--- src/rtl/rggen_rtl_pkg.sv ---
// Shared types for the rggen interrupt coalescer.
// Contents: coalescing FSM state encoding and per-channel detect-mode encoding.
package rggen_rtl_pkg;

   typedef enum logic [1:0] {
      RGGEN_IRQ_IDLE  = 2'd0,
      RGGEN_IRQ_ACCUM = 2'd1,
      RGGEN_IRQ_FIRE  = 2'd2
   } rggen_irq_coalesce_state_e;

   typedef enum logic {
      RGGEN_IRQ_LEVEL = 1'b0,
      RGGEN_IRQ_EDGE  = 1'b1
   } rggen_irq_detect_mode_e;

endpackage

--- src/rtl/rggen_irq_status_cell.sv ---
// One interrupt channel: level/rising-edge detection and a sticky status bit
// with write-1-to-clear, where a same-cycle set beats the clear.
// Ports:
//   clk, rst_n    clock, synchronous active-low reset
//   i_src         raw source (synchronous to clk)
//   i_edge_mode   1 = rising-edge detect, 0 = level
//   i_ier         enable, only qualifies the new-event flag
//   i_clear       write-1-to-clear pulse
//   o_isr         registered sticky status bit
//   o_new_c       combinational: enabled event that newly raises the status bit
module rggen_irq_status_cell
   import rggen_rtl_pkg::*;
(
   input  logic clk,
   input  logic rst_n,
   input  logic i_src,
   input  logic i_edge_mode,
   input  logic i_ier,
   input  logic i_clear,
   output logic o_isr,
   output logic o_new_c
);

   logic                   r_src_prev;
   logic                   r_isr;
   logic                   w_set;
   rggen_irq_detect_mode_e w_mode;

   assign w_mode = rggen_irq_detect_mode_e'(i_edge_mode);
   assign w_set  = (w_mode == RGGEN_IRQ_EDGE) ? (i_src & ~r_src_prev) : i_src;

   // Sticky status; clear is suppressed whenever a set arrives in the same cycle
   always_ff @(posedge clk) begin
      if (!rst_n) begin
         r_src_prev <= 1'b0;
         r_isr      <= 1'b0;
      end else begin
         r_src_prev <= i_src;
         r_isr      <= (r_isr | w_set) & ~(i_clear & ~w_set);
      end
   end

   assign o_isr   = r_isr;
   assign o_new_c = w_set & ~r_isr & i_ier;

endmodule

--- src/rtl/rggen_irq_coalescer.sv ---
// N-channel interrupt controller with optional event coalescing.
// Sticky per-channel status is masked by enables; the CPU line either follows
// the masked status directly or is held off until a count threshold or timeout.
// Ports:
//   clk, rst_n          clock, synchronous active-low reset
//   i_irq_src[N]        raw interrupt sources
//   i_edge_mode[N]      per channel 1 = rising edge, 0 = level
//   i_ier[N]            interrupt enables
//   i_isr_clear[N]      write-1-to-clear pulses
//   o_isr[N]            sticky status readback
//   i_coalesce_en       1 = coalescing, 0 = pass-through
//   i_count_threshold   events needed to fire (0 behaves as 1)
//   i_timeout           cycles in ACCUM before forced fire (0 = never)
//   o_irq               registered CPU interrupt
//   o_event_count       registered coalesced event count
module rggen_irq_coalescer
   import rggen_rtl_pkg::*;
#(
   parameter int unsigned TOTAL_INTERRUPTS = 8,
   parameter int unsigned COUNT_WIDTH      = 8,
   parameter int unsigned TIMER_WIDTH      = 16
)(
   input  logic                        clk,
   input  logic                        rst_n,
   input  logic [TOTAL_INTERRUPTS-1:0] i_irq_src,
   input  logic [TOTAL_INTERRUPTS-1:0] i_edge_mode,
   input  logic [TOTAL_INTERRUPTS-1:0] i_ier,
   input  logic [TOTAL_INTERRUPTS-1:0] i_isr_clear,
   output logic [TOTAL_INTERRUPTS-1:0] o_isr,
   input  logic                        i_coalesce_en,
   input  logic [COUNT_WIDTH-1:0]      i_count_threshold,
   input  logic [TIMER_WIDTH-1:0]      i_timeout,
   output logic                        o_irq,
   output logic [COUNT_WIDTH-1:0]      o_event_count
);

   localparam int unsigned N     = TOTAL_INTERRUPTS;
   localparam int unsigned NEW_W = $clog2(N + 1);
   localparam int unsigned SUM_W = ((COUNT_WIDTH > NEW_W) ? COUNT_WIDTH : NEW_W) + 1;
   localparam logic [COUNT_WIDTH-1:0] CNT_MAX = '1;
   localparam logic [TIMER_WIDTH-1:0] TMR_MAX = '1;

   logic [N-1:0]              w_isr;
   logic [N-1:0]              w_new;
   logic [NEW_W-1:0]          w_new_cnt;
   logic                      w_active;

   rggen_irq_coalesce_state_e r_state;
   rggen_irq_coalesce_state_e w_state_nxt;
   logic [COUNT_WIDTH-1:0]    r_count;
   logic [COUNT_WIDTH-1:0]    w_count_nxt;
   logic [TIMER_WIDTH-1:0]    r_timer;
   logic [TIMER_WIDTH-1:0]    w_timer_nxt;
   logic                      r_irq;
   logic                      w_irq_nxt;

   logic [COUNT_WIDTH-1:0]    w_base;
   logic [SUM_W-1:0]          w_sum;
   logic [COUNT_WIDTH-1:0]    w_count_sat;
   logic [COUNT_WIDTH-1:0]    w_thr;
   logic                      w_thr_hit;
   logic [TIMER_WIDTH-1:0]    w_timer_plus1;
   logic [TIMER_WIDTH-1:0]    w_timer_step;
   logic                      w_timeout_hit;

   // Per-channel capture
   for (genvar gi = 0; gi < N; gi++) begin : g_ch
      rggen_irq_status_cell u_cell (
         .clk         (clk),
         .rst_n       (rst_n),
         .i_src       (i_irq_src[gi]),
         .i_edge_mode (i_edge_mode[gi]),
         .i_ier       (i_ier[gi]),
         .i_clear     (i_isr_clear[gi]),
         .o_isr       (w_isr[gi]),
         .o_new_c     (w_new[gi])
      );
   end

   // Number of enabled channels that become pending this cycle
   always_comb begin
      w_new_cnt = '0;
      for (int unsigned i = 0; i < N; i++) begin
         w_new_cnt = w_new_cnt + NEW_W'(w_new[i]);
      end
   end

   assign w_active = |(w_isr & i_ier);

   // Saturating accumulation; IDLE starts from zero so the same adder serves both states
   assign w_base      = (r_state == RGGEN_IRQ_IDLE) ? '0 : r_count;
   assign w_sum       = SUM_W'(w_base) + SUM_W'(w_new_cnt);
   assign w_count_sat = (w_sum > SUM_W'(CNT_MAX)) ? CNT_MAX : COUNT_WIDTH'(w_sum);
   assign w_thr       = (i_count_threshold == '0) ? COUNT_WIDTH'(1) : i_count_threshold;
   assign w_thr_hit   = (w_count_sat >= w_thr);

   // Timer holds at the programmed timeout, or at all-ones when timeout is disabled
   assign w_timer_plus1 = r_timer + TIMER_WIDTH'(1);
   assign w_timer_step  = (((i_timeout != '0) && (r_timer == i_timeout)) || (r_timer == TMR_MAX))
                          ? r_timer : w_timer_plus1;
   assign w_timeout_hit = (i_timeout != '0) && (w_timer_plus1 == i_timeout);

   // Next-state and next-output logic
   always_comb begin
      w_state_nxt = r_state;
      w_count_nxt = r_count;
      w_timer_nxt = r_timer;
      w_irq_nxt   = 1'b0;
      if (!i_coalesce_en) begin
         w_state_nxt = RGGEN_IRQ_IDLE;
         w_count_nxt = '0;
         w_timer_nxt = '0;
         w_irq_nxt   = w_active;
      end else begin
         case (r_state)
            RGGEN_IRQ_IDLE: begin
               w_count_nxt = '0;
               w_timer_nxt = '0;
               if (w_new_cnt != '0) begin
                  w_count_nxt = w_count_sat;
                  w_state_nxt = w_thr_hit ? RGGEN_IRQ_FIRE : RGGEN_IRQ_ACCUM;
               end
            end
            RGGEN_IRQ_ACCUM: begin
               // Nothing left pending: abandon the batch rather than fire an empty interrupt
               if (!w_active && (w_new_cnt == '0)) begin
                  w_state_nxt = RGGEN_IRQ_IDLE;
                  w_count_nxt = '0;
                  w_timer_nxt = '0;
               end else begin
                  w_count_nxt = w_count_sat;
                  w_timer_nxt = w_timer_step;
                  if (w_thr_hit || w_timeout_hit) begin
                     w_state_nxt = RGGEN_IRQ_FIRE;
                  end
               end
            end
            RGGEN_IRQ_FIRE: begin
               w_irq_nxt = w_active;
               if (!w_active) begin
                  w_state_nxt = RGGEN_IRQ_IDLE;
                  w_count_nxt = '0;
                  w_timer_nxt = '0;
               end else begin
                  w_count_nxt = w_count_sat;
               end
            end
            default: begin
               w_state_nxt = RGGEN_IRQ_IDLE;
               w_count_nxt = '0;
               w_timer_nxt = '0;
            end
         endcase
      end
   end

   // State and output registers
   always_ff @(posedge clk) begin
      if (!rst_n) begin
         r_state <= RGGEN_IRQ_IDLE;
         r_count <= '0;
         r_timer <= '0;
         r_irq   <= 1'b0;
      end else begin
         r_state <= w_state_nxt;
         r_count <= w_count_nxt;
         r_timer <= w_timer_nxt;
         r_irq   <= w_irq_nxt;
      end
   end

   assign o_isr         = w_isr;
   assign o_irq         = r_irq;
   assign o_event_count = r_count;

endmodule

--- config.mk ---
export PLATFORM = sky130hd
export DESIGN_NAME = rggen_irq_coalescer
export DESIGN_NICKNAME = d
export VERILOG_FILES = /design/src/rtl/rggen_rtl_pkg.sv /design/src/rtl/rggen_irq_status_cell.sv /design/src/rtl/rggen_irq_coalescer.sv
export SDC_FILE = /design/constraint.sdc
export NUM_CORES = 1
export LEC_CHECK = 0
export ABC_CLOCK_PERIOD_IN_PS = 16000
export BUFFER_PORTS_ARGS = -buffer_cell sky130_fd_sc_hd__buf_4
export CAP_MARGIN = 20
export CORE_MARGIN = 2
export CORE_UTILIZATION = 59
export CTS_CLUSTER_DIAMETER = 30
export DETAILED_ROUTE_END_ITERATION = 10
export PLACE_DENSITY = 0.87
export SYNTH_ARGS = -nofsm -noshare
export SYNTH_HDL_FRONTEND = slang
export SYNTH_HIERARCHICAL = 1
export SYNTH_SLANG_ARGS = --single-unit
--- constraint.sdc ---
create_clock -name clk -period 16 [get_ports clk]
set_input_delay 4 -clock clk [delete_from_list [all_inputs] [get_ports clk]]
set_output_delay 4 -clock clk [all_outputs]
set_load 0.05 [all_outputs]
==> results of run 1 <==
==> cells by family (layout without fill, tap and decap cells) <==
| group | count (synthesis) | in the layout | share of synthesized area (%) |
|---|---|---|---|
| xor gates and xnor gates | 31 | 31 | 8.44 |
| muxes | 4 | 4 | 1.24 |
| DFF | 43 | 43 | 26.8 |
| AOI/OAI and AO/OA | 88 | 88 | 20.6 |
| buffers and inverters | 51 | 120 | 6.53 |
| adders and majority gates | 21 | 21 | 9.33 |
| and+or+nand+nor | 145 | 145 | 27.1 |
==> registers in the layout, indices dropped and copies added, names as in the netlist <==
name	flops
r_timer	16
g_ch.u_cell/r_src_prev	8
o_irq	1
r_state	2
g_ch.u_cell/o_isr	8
o_event_count	8
==> power by group through the flow <==
stage / sequential (mW) / clock [mW] / combinational (mW)
3_5_place_dp: 0.117 / 0 / 0.0817
3_3_place_gp: 0.117 / 0 / 0.0790
4_1_cts: 0.115 / 0.0679 / 0.0823
6_report: 0.115 / 0.0674 / 0.0826
2_1_floorplan: 0.126 / 0 / 0.0434
5_1_grt: 0.115 / 0.0721 / 0.0915
==> metrics by stage <==
stage	instance area [um2]	cells
after floorplan	3220	383
after global placement	3800	516
after detailed placement	3800	516
after CTS	3880	522
after global routing	3880	522
final	3880	522
==> worst reg2reg max path: cells and delay by family (launching register included) <==
kind	cells	cell delay, ns
AO/OA/AOI/OAI	5	1.46
flip-flops	1	0.34
adder cells (fa/ha/maj)	7	2.87
AND/OR/NAND/NOR	5	1.11
buffers and inverters	4	0.26
==> cell type report <==
class | count | area, um2
Clock inverter | 1 | 7.51
Inverter | 39 | 146
Timing Repair Buffer | 75 | 563
Fill cell | 407 | 1290
Multi-Input combinational cell | 289 | 2150
Clock buffer | 5 | 68.8
Tap cell | 70 | 87.6
Sequential cell | 43 | 861
==> cells in the final DEF, fill, tap and decap left out, types with 9 or more instances in the layout <==
master	count
ha_1	16
o21ai_0	10
buf_4	75
inv_1	39
nand4_1	11
xnor2_1	21
and2_1	9
a21oi_1	21
nand3_1	11
xor2_1	10
nor2_1	14
nand2_1	31
dfxtp_1	43
and4b_1	9
==> worst paths after layout <==
path / end / slack (ns) / depth (start not counted)
max reg2reg: r_state[0] / 9.94 / 21
min: g_ch[0].u_cell/o_isr / 0.52 / 2
min reg2reg: g_ch[0].u_cell/o_isr / 0.52 / 2
max: r_state[0] / 6.46 / 23
==> metal layers <==
| layer | track usage, % | routed length (um) | vias to the layer above |
|---|---|---|---|
| li1 | - | - | 1538 |
| met1 | 38.0 | 3850 | 1470 |
| met2 | 46.8 | 3920 | 98 |
| met3 | 4.19 | 392 | 12 |
| met4 | 7.68 | 132 | 0 |
| met5 | 0 | 0 | - |
==> impl_results.md, run 1 <==
- Hold Path Origin: g_ch[0].u_cell/r_src_prev
- Logic gate share of total power: 31.2%
- Post-Syn Area: 3220 um2
- Clock-pin slew on the worst setup and hold paths: 0.09 ns
- H-tree Lvls: 2
- Outcome: finished clean
- CP Capture Type: register
- Die Wd: 77.8 um
- Final net count: approximately 530
- Clk buf depth: 2
- Post-Synthesis Cells: 383
- Post-CTS setup buffer count: 0
- Critical-path top delay cell: a2111oi_0
- Root buffer cell: clkbuf_8
- Yosys warns: 6
- RSZ-0062 raised after global routing: no
- Sequential share of power: between 40% and 50%
- RR Startpoint: g_ch[0].u_cell/o_isr
- Total of max-cap violations: 0
- Crit-path max cell delay: 0.62 ns
- WP data required: about 16 ns
- Fin. Hold Viols: 0
- Vias in the first global route: 3056
- P_leak: ~1.7 nW
- Antenna violations before repair: 0
- Part of the Yosys area used for sequential elements: 26.8%
- Later-pin clock latency in the skew report: 0.30 ns
- Antenna cells: 0
- I/O Pins: between 70 and 80
- Pin count of the biggest net entering global routing: 20
- Worst Slack Setup Final: 6.46 ns
- Syn avg cell area: 8.40 um2
- Synth cell types: 62
- #FFs+latches synth: 43
- NetSw: 89.2 uW
- Final setup viols: 0
- Dominant synthesized flop cell: dfxtp_1
- Crit path DAT: 9.79 ns
- DR vias: 3118
- DIE AREA: 6060 um2
- Fin. max-slew vios: 0
- Slew of the pin with the lowest slew margin: 0.920 ns
- Number of hold buffers added after cts: 0
- Area share of the largest cell type after synthesis: 26.8%
- Syn Nets: 463
- Family with the most delay on the worst path: adder cells
- Power Total: around 260 uW
- DRC: 0
- First-pass GRT wire length: 13.9 mm
- Post-Route Utilization: about three quarters
- Max VDD drop: 45.1 uV
- Crit path time final: around 9.5 ns
- Crit Path Class: input port to register
- Crit path max fanout: 11
- Post-synth EDFFs: 0
- CTS tree: done
- Total core area: 5170 um2
- Power per Cell Area: 68.2 nW/um2
- Most used cell, CP: fa_1
- Clock skew: 0.0118 ns
- Cts repair resizes: 0
- Final ANT Viol Nets: 0
- Routed len/inst: 15.9 um
- Critical path buffers and inverters: 5
- CTS buffer count: 5
- Final hold slack: 0.520 ns
- Post-synth ARST share: 0%
- Cell Int Power: roughly 180 uW
- Vias per cell: 5.97
- Synth cell count leaders: dfxtp_1, inv_1, nand2_1
- P&R area growth vs syn: 20.6%
- Clk pwr share: around 26%
- DP Worst Slack: 6.19 ns
- Total GRT Usage: around 28%
- Switching part of the total: 33.7%
- Final setup TNS: 0 ns
- HPWL Detailed: 6.60 mm
- CTS Sinks: 43
- Worst hold-check path type: register to register
- CP cell instances: buf_4 > nand2_1 > and4b_1 > inv_1 > fa_1 > fa_1 > fa_1 > inv_1 > ha_1 > inv_1 > fa_1 > fa_1 > inv_1 > a21oi_1 > o21bai_1 > nand4_1 > nand2_1 > ha_1 > a2111oi_0 > o211a_1 > nor2_1 > nor4_1 > o31a_1
- Starting Density: 62.2%
- Gr ovfl total: 0
- Largest area contributor in the netlist: dfxtp_1
- Setup crit start kind: input port
- Buffers on Ports: 75
- Routed WL: approximately 8.3 mm
- DIE HEIGHT: 77.8 um
- First-pass iteration count of the detailed router: 4
- Number of cell rows: 26
- Fin crit share: between 50% and 60%
- Drt initial violations: 269
- Relative slew slack: 38.3%
- Share of layout cells above drive strength 1: 22.1%
- Worst Setup SP: i_edge_mode[0]
- Area contributors post-synth: dfxtp_1, ha_1, xnor2_1
- Most frequent cell after synthesis: dfxtp_1
- F_max: 105 MHz
- GP Congestion: 0.933
Power figures use the tool's default switching activity.
==> run 2: changes to the inputs <==
--- a/config.mk
+++ b/config.mk
@@ -5,14 +5,14 @@
 export SDC_FILE = /design/constraint.sdc
 export NUM_CORES = 1
 export LEC_CHECK = 0
-export ABC_CLOCK_PERIOD_IN_PS = 16000
+export ABC_CLOCK_PERIOD_IN_PS = 9350
 export BUFFER_PORTS_ARGS = -buffer_cell sky130_fd_sc_hd__buf_4
 export CAP_MARGIN = 20
 export CORE_MARGIN = 2
-export CORE_UTILIZATION = 59
+export CORE_UTILIZATION = 55
 export CTS_CLUSTER_DIAMETER = 30
 export DETAILED_ROUTE_END_ITERATION = 10
-export PLACE_DENSITY = 0.87
+export PLACE_DENSITY = 0.81
 export SYNTH_ARGS = -nofsm -noshare
 export SYNTH_HDL_FRONTEND = slang
 export SYNTH_HIERARCHICAL = 1
==> constraint.sdc (replaced) <==
create_clock -name clk -period 9.35 [get_ports clk]
set_input_delay 2.3375 -clock clk [delete_from_list [all_inputs] [get_ports clk]]
set_output_delay 2.3375 -clock clk [all_outputs]
set_load 0.05 [all_outputs]
==> impl_results.md, run 2 (synthesized netlist as in run 1, its figures left out) <==
- Max VDD drop: 77.0 uV (was 45.1 uV)
- DR vias: 3216 (was 3118)
- Crit path max fanout: 4 (was 11)
- Routed len/inst: 15.9 um (about the same)
- Sequential Area: 861 um2 (unchanged)
- Drt initial violations: 250 (was 269)
- Starting Density: 57.7% (was 62.2%)
- DRC: 0 (unchanged)
- DP Worst Slack: 1.22 ns (was 6.19 ns)
- Dpl cell area: 3810 um2 (was 3800 um2)
- RSZ-0062 raised after global routing: no (unchanged)
- F_max: approximately 120 MHz
- Setup crit start kind: input port (unchanged)
- NetSw: 150 uW (was 89.2 uW)
- Share of layout cells above drive strength 1: 22.2% (was 22.1%)
- Later-pin clock latency in the skew report: 0.29 ns (was 0.30 ns)
- Vias per cell: 6.11 (was 5.97)
- Final setup viols: 0 (unchanged)
- Sequential share of power: 41.8% (was 43.3%)
- Fin. max-slew vios: 0 (unchanged)
- RR Startpoint: g_ch[0].u_cell/o_isr (unchanged)
- CTS buffer count: 5 (unchanged)
- Fin cells: 526 (was 522)
- Cell Int Power: 318 uW (was 176 uW)
- Worst hold-check path type: register to register (unchanged)
- Crit path time final: roughly 8 ns
- Logic gate share of total power: 30.2% (was 31.2%)
- Fin crit share: 85.7%
- Clk buf depth: 2 (unchanged)
- Buffers on Ports: 75 (unchanged)
- CP Capture Type: register (unchanged)
- I/O Pins: 76 (unchanged)
- Multi-input gate area: 2150 um2 (unchanged)
- Commonest non-fill, non-tap cells in the layout: buf_4, dfxtp_1, inv_1 (unchanged)
- Crit path DAT: 8.25 ns (was 9.79 ns)
- Pin count of the biggest net entering global routing: 20 (unchanged)
- CTS Sinks: 43 (unchanged)
- Crit Path Class: input port to register (unchanged)
- P_leak: 1.72 nW (was 1.70 nW)
- Slew of the pin with the lowest slew margin: 0.927 ns (was 0.920 ns)
- Fin. Hold Viols: 0 (unchanged)
- # placed instances: 518 (was 516)
- Max FFs per register: 16 (unchanged)
- Post-CTS setup buffer count: 0 (unchanged)
- Total of max-cap violations: 0 (unchanged)
- Clk pwr share: 28.0% (was 25.5%)
- WP data required: 9.59 ns (was 16.25 ns)
- Clock skew: 0.00456 ns (was 0.0118 ns)
- Number of cell rows: 27 (was 26)
- Switching part of the total: 32.1% (was 33.7%)
- DIE AREA: 6480 um2 (was 6060 um2)
- DIE HEIGHT: 80.5 um (was 77.8 um)
- H-tree Lvls: 2 (unchanged)
- HPWL Detailed: 6.56 mm (was 6.60 mm)
- Cts repair resizes: 0 (unchanged)
- Final net count: 533 (unchanged)
- Post-Route Utilization: 70.1% (was 75.0%)
- GP Congestion: 0.906 (was 0.933)
- Gr ovfl total: 0 (unchanged)
- Die Wd: 80.5 um (was 77.8 um)
- CTS tree: done (unchanged)
- Final setup TNS: 0 ns (unchanged)
- Relative slew slack: 37.9% (was 38.3%)
- Filler cells: 475 (was 407)
- Total GRT Usage: 27.1% (was 28.2%)
- Total core area: 5570 um2 (was 5170 um2)
- Outcome: finished clean (unchanged)
- Vias in the first global route: 2972 (was 3056)
- P&R area growth vs syn: 21.4% (was 20.6%)
- Root buffer cell: clkbuf_8 (unchanged)
- Power per Cell Area: 120 nW/um2 (was 68.2 nW/um2)
- Power Total: 469 uW (was 265 uW)
- Routed WL: 8.38 mm (was 8.30 mm)
- Cell area after layout: 3910 um2 (was 3880 um2)
- Commonest non-fill, non-tap cell in the layout: buf_4 (unchanged)
- Worst Setup SP: i_edge_mode[0] (unchanged)
- Final ANT Viol Nets: 0 (unchanged)
- Number of hold buffers added after cts: 0 (unchanged)
- Clock-pin slew on the worst setup and hold paths: 0.08 ns (was 0.09 ns)
- Largest Register: r_timer (unchanged)
- Worst Slack Setup Final: 1.34 ns (was 6.46 ns)
- Final hold slack: 0.512 ns (was 0.520 ns)
- Antenna cells: 0 (unchanged)
- First-pass GRT wire length: 13.9 mm (about the same)
- Hold Path Origin: g_ch[7].u_cell/r_src_prev (was g_ch[0].u_cell/r_src_prev)
- First-pass iteration count of the detailed router: 5 (was 4)
- Antenna violations before repair: 0 (unchanged)
-- run 2: cell count changes in the layout (fill, tap and decap cells not counted) --
| cell | delta |
|---|---|
| clkbuf_1 | +1 |
| clkbuf_8 | +2 |
| clkinvlp_4 | -1 |
-- run 2: worst max-delay path, stage by stage --
cell	delay (ns)
buf_4	0.11
nand2_1	0.07
and4b_1	0.20
inv_1	0.06
fa_1	0.56
fa_1	0.43
fa_1	0.46
inv_1	0.08
ha_1	0.18
inv_1	0.06
fa_1	0.54
inv_1	0.09
ha_1	0.29
a21o_1	0.17
a21oi_1	0.21
o21bai_1	0.14
and3b_1	0.18
o21ai_0	0.27
nand2_1	0.12
ha_1	0.34
a2111oi_0	0.63
o211a_1	0.28
nor2_1	0.07
nor4_1	0.20
o31a_1	0.17
-- run 2: power groups by stage --
stage / combinational (mW) / sequential (mW) / clock [mW]
6_report: 0.142 / 0.196 / 0.131
5_1_grt: 0.157 / 0.197 / 0.141
4_1_cts: 0.141 / 0.196 / 0.134
3_5_place_dp: 0.140 / 0.200 / 0
3_3_place_gp: 0.135 / 0.200 / 0
2_1_floorplan: 0.0743 / 0.215 / 0
-- run 2: worst paths after layout --
path	end	slack [ns]	cells after the start
min reg2reg	g_ch[7].u_cell/o_isr	0.51	2
min	g_ch[7].u_cell/o_isr	0.51	2
max reg2reg	r_state[0]	3.17	23
max	r_state[0]	1.34	25
-- run 2: per-layer routing --
| metal | part of all wire, % | up-vias | global-route usage, % | wire, um |
|---|---|---|---|---|
| li1 | - | 1547 | - | - |
| met1 | 45 | 1536 | 37.6 | 3750 |
| met2 | 48 | 125 | 44.9 | 4020 |
| met3 | 6.2 | 8 | 3.60 | 517 |
| met4 | 1.0 | 0 | 5.93 | 87 |
| met5 | 0 | - | 0 | 0 |
-- run 2: area by class of cell --
type                    count  area share, %
multi-input cells         289           54.9
flip-flops and latches     43           22.0
repair buffers             75           14.4
inverters                  39           3.75
clock buffers               8           2.56
well taps                  72           2.31
==> run 3: changes to the inputs <==
--- a/config.mk
+++ b/config.mk
@@ -6,9 +6,9 @@
 export NUM_CORES = 1
 export LEC_CHECK = 0
 export ABC_CLOCK_PERIOD_IN_PS = 9350
-export BUFFER_PORTS_ARGS = -buffer_cell sky130_fd_sc_hd__buf_4
+export BUFFER_PORTS_ARGS = -buffer_cell sky130_fd_sc_hd__buf_2
 export CAP_MARGIN = 20
-export CORE_MARGIN = 2
+export CORE_MARGIN = 5
 export CORE_UTILIZATION = 55
 export CTS_CLUSTER_DIAMETER = 30
 export DETAILED_ROUTE_END_ITERATION = 10
==> impl_results.md, run 3 (synthesized netlist as in run 1, its figures left out) <==
- Starting Density: 57.4% (was 57.7%)
- HPWL Detailed: 6.32 mm (was 6.56 mm)
- Final net count: 533 (unchanged)
- Fin. Hold Viols: 0 (unchanged)
- Root buffer cell: clkbuf_8 (unchanged)
- Hold endpoint: g_ch[5].u_cell/o_isr (was g_ch[7].u_cell/o_isr)
- Cts repair resizes: 0 (unchanged)
- CP Capture Type: register (unchanged)
- Number of cell rows: 27 (unchanged)
- Critical path buffers and inverters: 5 (unchanged)
- Buffers on Ports: 75 (unchanged)
- Met3 GRT Util: 3.90% (was 3.60%)
- Total core area: 5610 um2 (was 5570 um2)
- Antenna violations before repair: 0 (unchanged)
- Vias in the first global route: 3036 (was 2972)
- Crit-path max cell delay: 0.60 ns (was 0.63 ns)
- CTS buffer count: 5 (unchanged)
- DIE AREA: 7480 um2 (was 6480 um2)
- Post-CTS setup buffer count: 0 (unchanged)
- Setup crit start kind: input port (unchanged)
- R2R Setup Slk: 3.33 ns (was 3.17 ns)
- Worst hold stages: 2 (unchanged)
- Commonest non-fill, non-tap cells in the layout: buf_2, dfxtp_1, inv_1 (was buf_4, dfxtp_1, inv_1)
- Total GRT Usage: 22.1% (was 27.1%)
- Crit path time final: 7.85 ns (was 8.01 ns)
- Clock skew: 0.00613 ns (was 0.00456 ns)
- Crit path DAT: 8.09 ns (was 8.25 ns)
- Die Wd: 86.5 um (was 80.5 um)
- Worst hold-check path type: register to register (unchanged)
- DP Worst Slack: 1.31 ns (was 1.22 ns)
- Final setup viols: 0 (unchanged)
- Later-pin clock latency in the skew report: 0.29 ns (about the same)
- Final ANT Viol Nets: 0 (unchanged)
- Final hold slack: 0.510 ns (was 0.512 ns)
- CTS Sinks: 43 (unchanged)
- Met1 Use GR: 29.8% (was 37.6%)
- Power Total: 445 uW (was 469 uW)
- Met2 usage: 36.4% (was 44.9%)
- Power per Cell Area: 120 nW/um2 (about the same)
- Hold Path Origin: g_ch[5].u_cell/r_src_prev (was g_ch[7].u_cell/r_src_prev)
- Dpl cell area: 3620 um2 (was 3810 um2)
- GP Congestion: 0.910 (was 0.906)
- Max FFs per register: 16 (unchanged)
- Cell area after layout: 3710 um2 (was 3910 um2)
- Largest Register: r_timer (unchanged)
- Number of hold buffers added after cts: 0 (unchanged)
- Vias per cell: 5.82 (was 6.11)
- DIE HEIGHT: 86.5 um (was 80.5 um)
- Crit path max fanout: 4 (unchanged)
- WP data required: 9.59 ns (about the same)
- Worst R2R End: r_state[0] (unchanged)
- GR peak layer: met2 (unchanged)
- Crit Path Class: input port to register (unchanged)
- Routed len/inst: 14.9 um (was 15.9 um)
- F_max: 127 MHz (was 125 MHz)
- Outcome: finished clean (unchanged)
- Fin. max-slew vios: 0 (unchanged)
- Relative slew slack: 33.4% (was 37.9%)
- Total of max-cap violations: 0 (unchanged)
- Routed WL: 7.83 mm (was 8.38 mm)
- First-pass GRT wire length: 13.7 mm (was 13.9 mm)
- Drt initial violations: 153 (was 250)
- Share of layout cells above drive strength 1: 22.3% (was 22.2%)
- Worst Slack Setup Final: 1.50 ns (was 1.34 ns)
- I/O Pins: 76 (unchanged)
- Clk buf depth: 2 (unchanged)
- Critical-path top delay cell: a2111oi_0 (unchanged)
- Max VDD drop: 81.0 uV (was 77.0 uV)
- RR Startpoint: g_ch[0].u_cell/r_src_prev (was g_ch[0].u_cell/o_isr)
- Final setup TNS: 0 ns (unchanged)
- Antenna cells: 0 (unchanged)
- Fin crit share: 84.0% (was 85.7%)
- Slew of the pin with the lowest slew margin: 0.994 ns (was 0.927 ns)
- P&R area growth vs syn: 15.2% (was 21.4%)
- DRC: 0 (unchanged)
- Commonest non-fill, non-tap cell in the layout: buf_2 (was buf_4)
- Post-Route Utilization: 66.1% (was 70.1%)
- First-pass iteration count of the detailed router: 4 (was 5)
- Fin cells: 525 (was 526)
- H-tree Lvls: 2 (unchanged)
- DR vias: 3057 (was 3216)
- Gr ovfl total: 0 (unchanged)
- Family with the most delay on the worst path: adder cells (unchanged)
- CTS tree: done (unchanged)
- Pin count of the biggest net entering global routing: 20 (unchanged)
- RSZ-0062 raised after global routing: no (unchanged)
- Clock-pin slew on the worst setup and hold paths: 0.08 ns (about the same)
- Worst reg2reg path depth: 25 (was 23)
- # placed instances: 518 (unchanged)
- P_leak: 1.66 nW (was 1.72 nW)
[run 3: changes by cell type in the layout (fill, tap and decap cells not counted), sizes merged]
cell / previous run / this run
clkbuf: 8 / 6
clkinv: 0 / 1
[run 3: power by group]
group	leakage [nW]	switching [mW]	internal, mW	total (mW)
Clock	0.0470	0.0608	0.0580	0.119
Sequential	0.351	0.00502	0.191	0.196
Combinational	1.26	0.0801	0.0503	0.130
Total	1.66	0.146	0.299	0.445
[run 3: routing by layer]
| layer | wire length, um | share of wire, % |
|---|---|---|
| met5 | 0 | 0 |
| met4 | 70 | 0.89 |
| met3 | 417 | 5.3 |
| met2 | 3670 | 47 |
| met1 | 3670 | 47 |
[run 3: final cells by class]
class,count,area (um2)
multi-input cells,289,2150
fillers,491,1900
flip-flops and latches,43,861
repair buffers,75,375
inverters,39,146
well taps,72,90.1
clock buffers,6,82.6
clock inverters,1,5.00
[run 3: worst min-delay path: cells and delay by family (launching register included)]
family / cells / cell delay [ns]
flip-flops: 1 / 0.30
AO/OA/AOI/OAI: 1 / 0.11
AND/OR/NAND/NOR: 1 / 0.07
[run 3: worst max path at each step]
stage | startpoint | to | slack [ns] | cells past startpoint
after floorplan | i_edge_mode[0] | r_state[1] | 1.93 | 24
after global placement | i_edge_mode[0] | r_state[0] | 1.46 | 25
after detailed placement | i_edge_mode[0] | r_state[0] | 1.31 | 26
after CTS | i_edge_mode[0] | r_state[0] | 1.53 | 26
after global routing | i_edge_mode[0] | r_state[1] | 1.06 | 26
final | i_edge_mode[0] | r_state[0] | 1.50 | 26
